==> config.mk <==
export PLATFORM = sky130hd
export DESIGN_NAME = lm32_dtlb_walker
export DESIGN_NICKNAME = d
export VERILOG_FILES = /design/src/rtl/lm32_dtlb_walker.sv
export SDC_FILE = /design/constraint.sdc
export NUM_CORES = 1
export LEC_CHECK = 0
export ABC_AREA = 1
export CAP_MARGIN = 10
export CORE_AREA = 2 2 107 109
export DETAILED_ROUTE_END_ITERATION = 6
export DIE_AREA = 0 0 109 111
export MAX_ROUTING_LAYER = met4
export PLACE_DENSITY = 0.83
export SKIP_CTS_REPAIR_TIMING = 1
export SLEW_MARGIN = 5
export SYNTH_ARGS = -nofsm -noshare
export SYNTH_HDL_FRONTEND = slang
export SYNTH_SLANG_ARGS = --single-unit
==> constraint.sdc <==
create_clock -name clk_i -period 1.8 [get_ports clk_i]
set_input_delay 0.36 -clock clk_i [delete_from_list [all_inputs] [get_ports clk_i]]
set_output_delay 0.36 -clock clk_i [all_outputs]
set_load 0.02 [all_outputs]
==> src/rtl/lm32_dtlb_walker.sv <==
// ---------------------------------------------------------------------------
// lm32_dtlb_walker
//
// Hardware page-table walker for the LM32 data TLB. On a DTLB miss it walks a
// two-level page table (directory entry, then table entry) over a Wishbone
// read master. On success it writes the refill to the DTLB write port. On a
// bad translation or a bus error it raises a fault pulse to the exception
// logic instead of writing.
//
// Entry format (PDE and PTE): [31:12] frame, [1] writable, [0] valid.
//
// Ports
//   clk_i, rst_n_i            clock, async active-low reset
//   enable                    MMU enable; when low a miss is not acted on
//   ptbr                      page-table base (bits 11:0 ignored)
//   miss_i/miss_addr/miss_store  miss request from the X stage
//   abort_i                   cancels a walk that is in flight
//   busy                      walk in progress (feeds LSU stall)
//   done, update              1-cycle refill strobe; tlbvaddr/tlbpaddr valid
//   fault, fault_cause        1-cycle fault pulse; cause held until next walk
//                             (00 bus err, 01 PDE invalid, 10 PTE invalid,
//                              11 write-protect)
//   ptw_*                     Wishbone classic read master
//
// Build option
//   LM32_DTLB_WALKER_WPROT_EN  when defined, a store miss that hits a PTE
//                              with writable=0 faults with cause 11.
//
// State table
//   S_IDLE  | waiting for an enabled miss
//   S_PDE   | directory entry read outstanding
//   S_PTE   | table entry read outstanding
//   S_WRITE | refill strobe to DTLB
//   S_FAULT | fault strobe to exception logic
// ---------------------------------------------------------------------------
module lm32_dtlb_walker #(
  parameter int page_size = 4096,
  parameter int dir_bits  = 10,
  parameter int tbl_bits  = 10
) (
  input  logic        clk_i,
  input  logic        rst_n_i,
  input  logic        enable,
  input  logic [31:0] ptbr,
  input  logic        miss_i,
  input  logic [31:0] miss_addr,
  input  logic        miss_store,
  input  logic        abort_i,
  output logic        busy,
  output logic        done,
  output logic        fault,
  output logic [1:0]  fault_cause,
  output logic [31:0] tlbvaddr,
  output logic [31:0] tlbpaddr,
  output logic        update,
  output logic [31:0] ptw_adr_o,
  output logic        ptw_cyc_o,
  output logic        ptw_stb_o,
  input  logic [31:0] ptw_dat_i,
  input  logic        ptw_ack_i,
  input  logic        ptw_err_i
);

  localparam int offset_width = $clog2(page_size);
  localparam int vpn_width    = 32 - offset_width;

  localparam logic [1:0] CAUSE_BUS   = 2'b00;
  localparam logic [1:0] CAUSE_PDE   = 2'b01;
  localparam logic [1:0] CAUSE_PTE   = 2'b10;
  localparam logic [1:0] CAUSE_WPROT = 2'b11;

  typedef enum logic [2:0] {
    S_IDLE,
    S_PDE,
    S_PTE,
    S_WRITE,
    S_FAULT
  } state_t;

  state_t                r_state;
  logic [vpn_width-1:0]  r_vpn;
  logic                  r_store;
  logic [31:0]           r_adr;
  logic                  r_cyc;
  logic                  r_update;
  logic                  r_fault;
  logic [1:0]            r_cause;
  logic [31:0]           r_vaddr;
  logic [31:0]           r_paddr;

  logic [31:0]           w_pde_adr;
  logic [31:0]           w_pte_adr;
  logic                  w_wprot_fault;
  logic                  w_unused;

  // Directory index comes straight from the incoming miss address so the
  // first request can be issued in the cycle after the miss is sampled.
  assign w_pde_adr = {ptbr[31:offset_width], miss_addr[31 -: dir_bits], 2'b00};
  assign w_pte_adr = {ptw_dat_i[31:offset_width], r_vpn[tbl_bits-1:0], 2'b00};

`ifdef LM32_DTLB_WALKER_WPROT_EN
  assign w_wprot_fault = r_store & ~ptw_dat_i[1];
`else
  assign w_wprot_fault = 1'b0;
`endif

  assign w_unused = ^{ptbr[offset_width-1:0], miss_addr[offset_width-1:0],
                      ptw_dat_i[offset_width-1:1], r_store};

  always_ff @(posedge clk_i or negedge rst_n_i) begin
    if (!rst_n_i) begin
      r_state  <= S_IDLE;
      r_vpn    <= '0;
      r_store  <= 1'b0;
      r_adr    <= '0;
      r_cyc    <= 1'b0;
      r_update <= 1'b0;
      r_fault  <= 1'b0;
      r_cause  <= '0;
      r_vaddr  <= '0;
      r_paddr  <= '0;
    end else begin
      r_update <= 1'b0;
      r_fault  <= 1'b0;
      case (r_state)
        S_IDLE: begin
          if (enable && miss_i) begin
            r_vpn   <= miss_addr[31:offset_width];
            r_store <= miss_store;
            r_adr   <= w_pde_adr;
            r_cyc   <= 1'b1;
            r_cause <= '0;
            r_state <= S_PDE;
          end
        end
        S_PDE: begin
          // abort beats ack/err; err beats ack
          if (abort_i) begin
            r_cyc   <= 1'b0;
            r_state <= S_IDLE;
          end else if (ptw_err_i) begin
            r_cyc   <= 1'b0;
            r_fault <= 1'b1;
            r_cause <= CAUSE_BUS;
            r_state <= S_FAULT;
          end else if (ptw_ack_i) begin
            if (!ptw_dat_i[0]) begin
              r_cyc   <= 1'b0;
              r_fault <= 1'b1;
              r_cause <= CAUSE_PDE;
              r_state <= S_FAULT;
            end else begin
              // cyc stays up; the new address appears the cycle after the ack
              r_adr   <= w_pte_adr;
              r_state <= S_PTE;
            end
          end
        end
        S_PTE: begin
          if (abort_i) begin
            r_cyc   <= 1'b0;
            r_state <= S_IDLE;
          end else if (ptw_err_i) begin
            r_cyc   <= 1'b0;
            r_fault <= 1'b1;
            r_cause <= CAUSE_BUS;
            r_state <= S_FAULT;
          end else if (ptw_ack_i) begin
            r_cyc <= 1'b0;
            if (!ptw_dat_i[0]) begin
              r_fault <= 1'b1;
              r_cause <= CAUSE_PTE;
              r_state <= S_FAULT;
            end else if (w_wprot_fault) begin
              r_fault <= 1'b1;
              r_cause <= CAUSE_WPROT;
              r_state <= S_FAULT;
            end else begin
              r_vaddr  <= {r_vpn, {offset_width{1'b0}}};
              r_paddr  <= {ptw_dat_i[31:offset_width], {offset_width{1'b0}}};
              r_update <= 1'b1;
              r_state  <= S_WRITE;
            end
          end
        end
        S_WRITE: r_state <= S_IDLE;
        S_FAULT: r_state <= S_IDLE;
        default: begin
          r_cyc   <= 1'b0;
          r_state <= S_IDLE;
        end
      endcase
    end
  end

  assign busy        = (r_state != S_IDLE);
  assign done        = r_update;
  assign update      = r_update;
  assign fault       = r_fault;
  assign fault_cause = r_cause;
  assign tlbvaddr    = r_vaddr;
  assign tlbpaddr    = r_paddr;
  assign ptw_adr_o   = r_adr;
  assign ptw_cyc_o   = r_cyc;
  assign ptw_stb_o   = r_cyc;

endmodule

==> After elaboration in Yosys (flattened, before gate mapping) <==
Index checks and enable logic that the tools add are counted.
{ "word_totals": {"input_bits": 104, "latch_bits": 0, "out_inout_bits": 104, "mem_bits_ro": 0, "wordCells": 87, "ramBits": 0, "mem_count": 0, "ff_bits": 100} }
{ "classes": {"multipliers": 0, "eq_ne": 17, "n_bitwise": 3, "n_reduce_logical": 13, "order_cmp": 0, "shifts": 0, "addsub": 0, "n_div": 0, "muxes": 45} }
{ "ops": {"columns": ["cell", "n"], "rows": [
  ["two-way mux 32 bit", 5],
  ["case mux 32 bit (2 select lines)", 1],
  ["two-way mux 3 bit", 9],
  ["two-way mux 1 bit", 18],
  ["two-way mux 2 bit", 9],
  ["inequality test 2 bit, second input constant", 6],
  ["inequality test 3 bit, second input constant", 4],
  ["inequality test 4 bit, second input constant", 3],
  ["AND reduction 5 bit", 2],
  ["case mux 3 bit (3 select lines)", 1],
  ["AND reduction 8 bit", 1],
  ["== test 3 x 2 -> 1 bit, second input constant", 2],
  ["case mux 2 bit (3 select lines)", 1],
  ["AND reduction 6 bit", 1],
  ["nonzero test 3 bit", 2],
  ["case mux 1 bit (4 select lines)", 1],
  ["OR reduction 2 bit", 2],
  ["== test 3 x 1 -> 1 bit, second input constant", 1],
  ["== test 3 bit, second input constant", 1],
  ["logical NOT 3 bit", 1],
  ["inverter 1 bit", 3],
  ["AND reduction 3 bit", 1],
  ["AND reduction 2 bit", 1],
  ["nonzero test 2 bit", 1],
  ["logical AND 1 bit", 1]
]} }

==> Longest topological paths before layout <==
Gate-level depths: netlist (run 1).
{ "depth": {"ltp_word": 5, "depth_mapped": 9, "depth_no_buf": 8} }

==> Worst setup path before layout (run 1) <==
No wires, ideal clock.
{ "synth_path": {"kind": "register to register", "start": "register r_state[2]", "end": "register r_adr[10] (netlist: ptw_adr_o[10])", "path_buffers": 1, "stages_incl_launch_ff": 10, "t_required_ns": 1.683, "setup_time_ns": 0.117, "t_arrival_ns": 1.306, "path_slack_ns": 0.377, "synth_period_minus_slack_ns": 1.423, "path_cell_list": "dfrtp_1 nor2_2 nand2_2 nor2_1 nand2_1 nand2_1 nand2_1 buf_2 nand2_1 nand2_1"} }
{ "synth_between": {"elab_chain_len": 3, "elab_cells_between_ends": 10, "cone_classes": "eq/ne (6); mux (1); reduce/logical (3)"} }
{ "synth_lines": {"columns": ["item", "line_no", "text"], "rows": [
  ["start, declared", "80", "state_t r_state;"],
  ["start signal, assigned", "112", "r_state <= S_IDLE;"],
  ["start signal, assigned", "133", "r_state <= S_PDE;"],
  ["start signal, assigned", "140", "r_state <= S_IDLE;"],
  ["== test 3 x 1 -> 1 bit or logical NOT 3 bit (tied branches)", "125", "case (r_state)"],
  ["inequality test 2 bit (no source line) or nonzero test 2 bit (tied branches)", null, null],
  ["AND reduction 6 bit (no source line)", null, null],
  ["end signal, assigned", "130", "r_adr <= w_pde_adr;"],
  ["end signal, assigned", "154", "r_adr <= w_pte_adr;"],
  ["end, declared", "83", "logic [31:0] r_adr;"]
]} }
Several ways; a longest one is shown, not always the timed one.
A chain may end at the register's enable or synchronous reset.

==> Worst setup path after layout (run 1) <==
{ "layout_path": {"start": "register r_adr[11] (netlist: ptw_adr_o[11])", "end": "output ptw_adr_o[11]"} }
{ "layout_lines": {"columns": ["item", "line_no", "text"], "rows": [
  ["end, declared", "56", "output logic [31:0] ptw_adr_o,"]
]} }
No word-level cell between the ends.

==> summary.txt, run 1 <==
Critical path
  – Delay-heaviest family, CP: buffers and inverters
  – CP Cell Sequence: clkdlybuf4s50_1
  – Worst Path Max Fanout: 2
  – CP max stage cell: clkdlybuf4s50_1
  – R2R setup slack: 0.13 ns
  – R2r worst-path depth: 9
  – CP bufs+invs: 1
  – CP Capture Type: output port
  – Reg2reg end: ptw_adr_o[24]
  – Worst path required time: 1.44 ns
  – Largest stage delay on the critical path: 0.65 ns
  – Worst EP arrival: 1.36 ns
  – Critical path class: register to output port
  – Startpoint Class: register
  – Worst R2R Start: r_state[2]

Yosys
  – Synth top cells by count: 189 x nand2_1, 98 x dfrtp_1, 60 x inv_1
  – Primary FF master, synth: dfrtp_1
  – Post-synth EDFFs: 0
  – Synth Instances: 556
  – Area share of the largest cell type after synthesis: 54.70%
  – Mapped Avg Cell Area: 8.063 um^2
  – Cell with the most instances after synthesis: nand2_1
  – Post-synth ARST share: 100.0%
  – Synth top area cells: dfrtp_1 55%, nand2_1 16%, o21ai_0 5.9%
  – Sequential area share after synthesis: 54.70%
  – Area leader, netlist: dfrtp_1
  – Yosys warnings: 0
  – Post-synth cell types: 20
  – Synthesized area: 0.004483 mm^2
  – FF+latch count, synth: 98

Outcome
  – Failing checks: negative hold slack
  – Status: complete, but fails checks

Placement
  – Gpl congestion: 0.9108
  – Placed Instance Area: 0.006118 mm^2
  – Port bufs: 145
  – Inst Count DP: 832
  – Dpl hpwl: 8561 um

Power
  – Comb pwr share: 45.7%
  – Cell Pwr Density: 1511 mW/mm^2
  – P_sw: 3.795 mW
  – Sequential power share: 34.3%
  – PnR Total Power: 9.719 mW
  – Internal power: 5.924 mW
  – Clock power frac: 20.0%
  – Peak supply drop: 704.9 uV
  – Sw frac: 39.05%
  – Leakage: 3.247 nW

Cells and area
  – Antenna Cells: 0
  – Area of the multi-input gates: 0.001570 mm^2
  – Share of layout cells above drive strength 1: 5.957%
  – Core Util, Final: 58.08%
  – FILL cells: 970
  – Non-filler cells, final: 848
  – Area delta synth->final: 43.51%
  – Finished Cell Area: 0.006434 mm^2
  – Register area: 0.002455 mm^2
  – Final #Nets: 804

STA
  – RSZ-0062 raised after global routing: no
  – WHS: -0.02558 ns
  – Fin crit period: 1.718 ns
  – Tightest Pin Transition: 0.5140 ns
  – Max Clk Rate: 582.1 MHz
  – Max-slew violation count: 0
  – Slew headroom: 65.74%
  – Final hold viol count: 20
  – Layout Skew: 0.007543 ns
  – Setup violators final: 0
  – Fin crit share: 95.44%

Die
  – Die area: 0.01210 mm^2
  – Ports: 208
  – Core box area: 0.01108 mm^2
  – Starting density of the core: 40.47%
  – Num rows: 39
  – Die width: 109 um
  – Chip height: 111 um

Routing
  – Routed Wire Length: 11,910 um
  – DRT antenna net count: 0
  – DRC viols: 0
  – Iteration-0 DRC Markers: 297
  – Vias per cell: 4.779
  – Average wire per cell in the routed design: 14.05 um
  – DRT Pass-1 Iters: 5
  – DR vias: 4,053

GRT
  – First-pass GRT wire length: 19,660 um
  – Initial antenna violation count: 0
  – GRT Total Usage: 21.19%
  – Number of global-route vias before repair: 4,035
  – Largest net degree at the start of global routing: 47
  – Total gr overflow: 0

Clock network
  – CTS tree: built
  – Clock Latency Late Sink: 0.34 ns
  – Clock sink total: 98
  – Clk root buf: clkbuf_16
  – Max Buffers Root-to-Sink: 2
  – CTS buffer count: 9
  – Worst-path clk slew: 0.07 ns
  – CTS H-Tree Depth: 3

Hold path
  – Hold Path Class: input port to async pin

Run
  – Max cap viols: 0
-- power groups by stage --
stage,Combinational (mW),Sequential [mW],Clock [mW]
after floorplan,1.81,3.95,0
after global placement,4.37,3.34,0
after detailed placement,4.46,3.37,0
after CTS,4.48,3.34,1.98
after global routing,4.89,3.43,2.09
final,4.44,3.33,1.94
-- through the flow --
| step | worst slack (ns) | hold slack [ns] | setup TNS (ns) |
|---|---|---|---|
| 2_1_floorplan | 0.3772 | 0.06441 | 0 |
| 3_3_place_gp | -0.005471 | 0.3577 | -0.06113 |
| 3_5_place_dp | -0.06571 | 0.3687 | -1.749 |
| 4_1_cts | -0.2422 | -0.003207 | -0.2422 |
| 5_1_grt | 0.02903 | 0.005046 | 0 |
| 6_report | 0.08213 | -0.02558 | 0 |
-- kinds of logic after synthesis --
family / share of synthesized area [%]
AOI/OAI and AO/OA: 8.875
DFF: 54.70
and+or+nand+nor: 23.86
buffers and inverters: 12.48
other: 0.08365
-- area by class of cell --
class / count / share of cell area [%]
inverter: 60 / 3.501
sequential: 98 / 38.16
timing repair buffer: 163 / 26.41
clock buffer: 10 / 3.715
multi-input combinational: 368 / 24.41
tap: 143 / 2.781
clock inverter: 6 / 1.031
-- sequential cells by signal, indices dropped and copies added (netlist names) --
register     cells
tlbpaddr        20
r_state          3
ptw_adr_o       30
ptw_cyc_o        1
fault            1
fault_cause      2
tlbvaddr        20
done             1
r_vpn           20
-- worst max path at each step --
stage	start	endpoint	cells after the start	slack, ns
after floorplan	r_state[2]	ptw_adr_o[10]	9	0.38
after global placement	ptw_err_i	ptw_adr_o[20]	10	-0.005
after detailed placement	ptw_err_i	ptw_adr_o[18]	10	-0.07
after CTS	r_state[1]	busy	3	-0.24
after global routing	r_state[2]	ptw_adr_o[8]	9	0.03
final	ptw_adr_o[11]	ptw_adr_o[11]	1	0.08
-- placed cells by master, fill, tap and decap left out, drive strengths merged, types with 2 or more instances in the layout --
master and n:
clkdlybuf4s50 143, inv 60, nand2 191, conb 26
a21oi 25, buf 19, clkinvlp 3, clkbuf 10
clkinv 2, o21ai 53, nor3 2, nand3 38
nor2 30, dfrtp 98
-- metal layers --
layer  share of wire (%)  GRT usage, %  vias to the layer above
li1                    -             -                     1955
met1                  43         27.35                     1910
met2                  49         33.62                      170
met3                 6.8         4.409                       18
met4                 1.8         6.239                        0
met5                   0             -                        -
(Power assumes the default switching activity.)
==> run 2, diff against run 1 <==
--- a/config.mk
+++ b/config.mk
@@ -13,7 +13,7 @@
 export MAX_ROUTING_LAYER = met4
 export PLACE_DENSITY = 0.83
 export SKIP_CTS_REPAIR_TIMING = 1
-export SLEW_MARGIN = 5
+export SLEW_MARGIN = 20
 export SYNTH_ARGS = -nofsm -noshare
 export SYNTH_HDL_FRONTEND = slang
 export SYNTH_SLANG_ARGS = --single-unit
==> results of run 2 <==
Final layout, timing and power as in run 1 (identical DEF).
